`config.mk`:
```
export PLATFORM = sky130hd
export DESIGN_NAME = cla4_adder
export DESIGN_NICKNAME = d
export VERILOG_FILES = /design/src/rtl/cla4_adder.sv
export SDC_FILE = /design/constraint.sdc
export NUM_CORES = 1
export LEC_CHECK = 0
export ABC_AREA = 1
export BUFFER_PORTS_ARGS = -buffer_cell sky130_fd_sc_hd__buf_4
export CAP_MARGIN = 20
export CORE_AREA = 8 8 45 47
export CTS_CLUSTER_SIZE = 12
export DETAILED_ROUTE_END_ITERATION = 7
export DIE_AREA = 0 0 53 55
export GPL_ROUTABILITY_DRIVEN = 0
export PLACE_DENSITY = 0.62
export SYNTH_ARGS = -nofsm -noshare
export SYNTH_HDL_FRONTEND = slang
export SYNTH_SLANG_ARGS = --single-unit
export TNS_END_PERCENT = 5
```
`constraint.sdc`:
```
create_clock -name clk -period 2.9 [get_ports clk]
set_clock_uncertainty 0.1 [all_clocks]
set_input_delay 0.58 -clock clk [delete_from_list [all_inputs] [get_ports clk]]
set_output_delay 0.58 -clock clk [all_outputs]
set_load 0.005 [all_outputs]
```
`src/rtl/cla4_adder.sv`:
```
// cla4_adder: 4-bit carry-lookahead adder with group P/G outputs
// and an optional one-cycle registered copy of the sum, carry and valid flag.
module cla4_adder #(
    parameter bit REG_OUT = 1'b1
) (
    input  logic       clk,
    input  logic       rst,
    input  logic [3:0] a,
    input  logic [3:0] b,
    input  logic       ci,
    input  logic       vld_i,
    output logic [3:0] s,
    output logic       co,
    output logic       pg,
    output logic       gg,
    output logic [3:0] s_q,
    output logic       co_q,
    output logic       vld_q
);
    logic [3:0] g, p;
    logic [4:0] c;
    assign g = a & b;
    assign p = a ^ b;
    // Every carry is a flat sum of products of g, p and ci, so no carry waits on another.
    assign c[0] = ci;
    assign c[1] = g[0] | (p[0] & ci);
    assign c[2] = g[1] | (p[1] & g[0]) | (p[1] & p[0] & ci);
    assign c[3] = g[2] | (p[2] & g[1]) | (p[2] & p[1] & g[0]) | (p[2] & p[1] & p[0] & ci);
    assign pg   = &p;
    assign gg   = g[3] | (p[3] & g[2]) | (p[3] & p[2] & g[1]) | (p[3] & p[2] & p[1] & g[0]);
    assign c[4] = gg | (pg & ci);
    assign s    = p ^ c[3:0];
    assign co   = c[4];
    generate
        if (REG_OUT) begin : g_reg
            always_ff @(posedge clk or posedge rst) begin
                if (rst) begin
                    s_q   <= 4'b0;
                    co_q  <= 1'b0;
                    vld_q <= 1'b0;
                end else begin
                    s_q   <= s;
                    co_q  <= co;
                    vld_q <= vld_i;
                end
            end
        end else begin : g_noreg
            assign s_q   = 4'b0;
            assign co_q  = 1'b0;
            assign vld_q = 1'b0;
        end
    endgenerate
endmodule

```
==> reports/metrics.yaml <==
run_status:
  outcome: "finished, final reports clean"
drt:
  drt_iter0_drc: 6
  dr_wl_met2_um: 487
  top_layer_used: "met4"
  dr.pass1.iters: 3
  drt_wl_total_um: 967
  via_count: 384
  ant_nets: 0
  routedLengthMet1_um: 332
  vias_per_cell: 4.41
  wl_met3_um: 141
  drc_errors: 0
  wl_per_cell_um: 11.1
setup_path:
  crit_path_end_kind: "primary output"
  crit_path_start_kind: "primary input"
  path_max_fanout: 5
  crit_top_cell: "nand2_1"
  crit_required_ns: 2.22
  slowest_delay_ns: 0.35
  cp_cell_sequence: "buf_4 > ha_1 > nand2_1 > inv_1 > nor2_1 > nand2_1 > nand2_1 > nand2_1 > buf_4"
  criticalPathCategory: "in -> out"
  critPathSlowestCell: "ha_1"
  arrival_ns: 1.64
timing:
  holdWs_ns: 0.155
  final-setup-viol-count: 0
  grt_setup_unrepaired: "no"
  fmax_mhz: 430
  slew_headroom_pct: 85.9
  worst_pin_slew_ns: 0.211
  period_needed_ns: 2.32
  fin_crit_sh_pct: 80.1
  hold_violations: 0
  setup_tns_ns: 0
  drv_slew: 0
cells_and_area:
  fillers: 154
  diodes: 0
  nNetsFinal: 90
  multi_input_area_um2: 186
  drive_gt1_share_pct: 39.4
  regArea_um2: 150
  finish.utilization_pct: 42.6
  synthToLayoutAreaGrowth_pct: 60.8
pwr:
  power_density_nw_per_um2: 457
  p_leak_nw: 0.352
  total_power_mw: 0.269
  peakVddDrop_v: 0.000105
cts:
  post_cts_buffers: 0
  htree_levels: 1
  path_clk_slew_ns: 0.04
  cts_made_buffers: 3
  clockBufferDepth: 2
  cts.sinks: 6
  cts_hold_buf: 0
  cts_tree: "yes"
  post_cts_resized: 0
  ctsRootBufferMaster: "clkbuf_4"
synthesis:
  avgSynthCellArea_um2: 8.33
  ys_ff_latch: 6
  synthCells: 44
  synth_edf_count: 0
  synth-main-ff-cell: "dfrtp_1"
  synth_area_um2: 367
  syn_nets: 61
  ys_types: 13
  ys_warn_count: 0
  async_flop_share_pct: 100
  ys_seq_area_share_pct: 41.0
floorplan:
  die_height_um: 55
  core_um2: 1380
  start_util_pct: 26.5
  rows: 14
  boundaryPins: 25
  die_x_um: 53
  die-area_um2: 2920
place:
  port_buffers: 24
  dp_hpwl_um: 896
grt:
  grt_max_degree: 7
  grt_pass1_vias: 394
  antenna_found_initial: 0
  grt_pass1_wl_mm: 1.55
  track_usage_pct: 7.14
  overflow: 0
job:
  max_cap_viol_count: 0
hold_path:
  hp-class: "in -> async"
[final timing paths]
check | from | endpoint | slack, ns | cells after the start
min in group clk | vld_i | vld_q | 0.35 | 1
worst max-delay path | a[1] | s[2] | 0.58 | 9
worst min-delay path | rst | s_q[0] | 0.16 | 2
max in group asynchronous | rst | co_q | 2.36 | 2
[synthesized netlist by cell type (2+ instances only)]
| master | n | share of area [%] |
|---|---|---|
| ha_1 | 4 | 14 |
| nand2_1 | 13 | 13 |
| nand3_1 | 4 | 5.5 |
| dfrtp_1 | 6 | 41 |
| nor2_1 | 2 | 2.0 |
| inv_1 | 8 | 8.2 |
[placed cells by master (no fill, tap or decap), types with 2 or more instances in the layout]
cell,synthesis,layout
buf_4,0,24
clkbuf_4,0,3
dfrtp_1,6,6
ha_1,4,4
inv_1,8,8
nand2_1,13,13
nand3_1,4,4
nor2_1,2,2
[state kept, by name, summed over array words and instances, names as in the netlist]
name	flops
co_q	1
vld_q	1
s_q	4
[logic make-up (layout without fill, tap and decap cells)]
family | count (synthesis) | after routing | share of synthesized area (%)
flip-flops | 6 | 6 | 41.0
XOR/XNOR | 1 | 1 | 2.39
adder cells (fa/ha/maj) | 5 | 5 | 19.1
AND/OR/NAND/NOR | 22 | 22 | 25.9
AO/OA/AOI/OAI | 2 | 2 | 3.41
buffers and inverters | 8 | 35 | 8.19
[power by group]
group | leakage [nW] | total, mW | switching (mW) | internal (mW)
registers | 0.0709 | 0.0989 | 0.00308 | 0.0958
logic | 0.267 | 0.0991 | 0.0439 | 0.0552
clock network | 0.0138 | 0.0711 | 0.0247 | 0.0464
total | 0.352 | 0.269 | 0.0717 | 0.197
[routing by layer]
metal / global-route usage (%) / vias to the layer above
met3: 2.94 / 2
li1: - / 193
met2: 11.9 / 16
met5: 0 / -
met1: 7.09 / 173
met4: 5.17 / 0
[stage by stage]
stage | worst slack [ns] | area (um2) | std cells
after floorplan | 0.893 | 367 | 44
after global placement | 0.593 | 567 | 84
after detailed placement | 0.565 | 567 | 84
after CTS | 0.566 | 589 | 87
final | 0.576 | 589 | 87
after global routing | 0.467 | 589 | 87
[final cells by class]
cell class	instances	area share, %
multi-input cells	30	31.6
repair buffers	24	30.6
inverters	8	5.10
flip-flops and latches	6	25.5
well taps	16	3.40
clock buffers	3	3.82
[worst max-delay path, delay by kind of cell]
| family | cells | cell delay (ns) |
|---|---|---|
| and+or+nand+nor | 5 | 0.42 |
| adders and majority gates | 1 | 0.35 |
| buffers and inverters | 3 | 0.30 |
(Power assumes the default switching activity.)
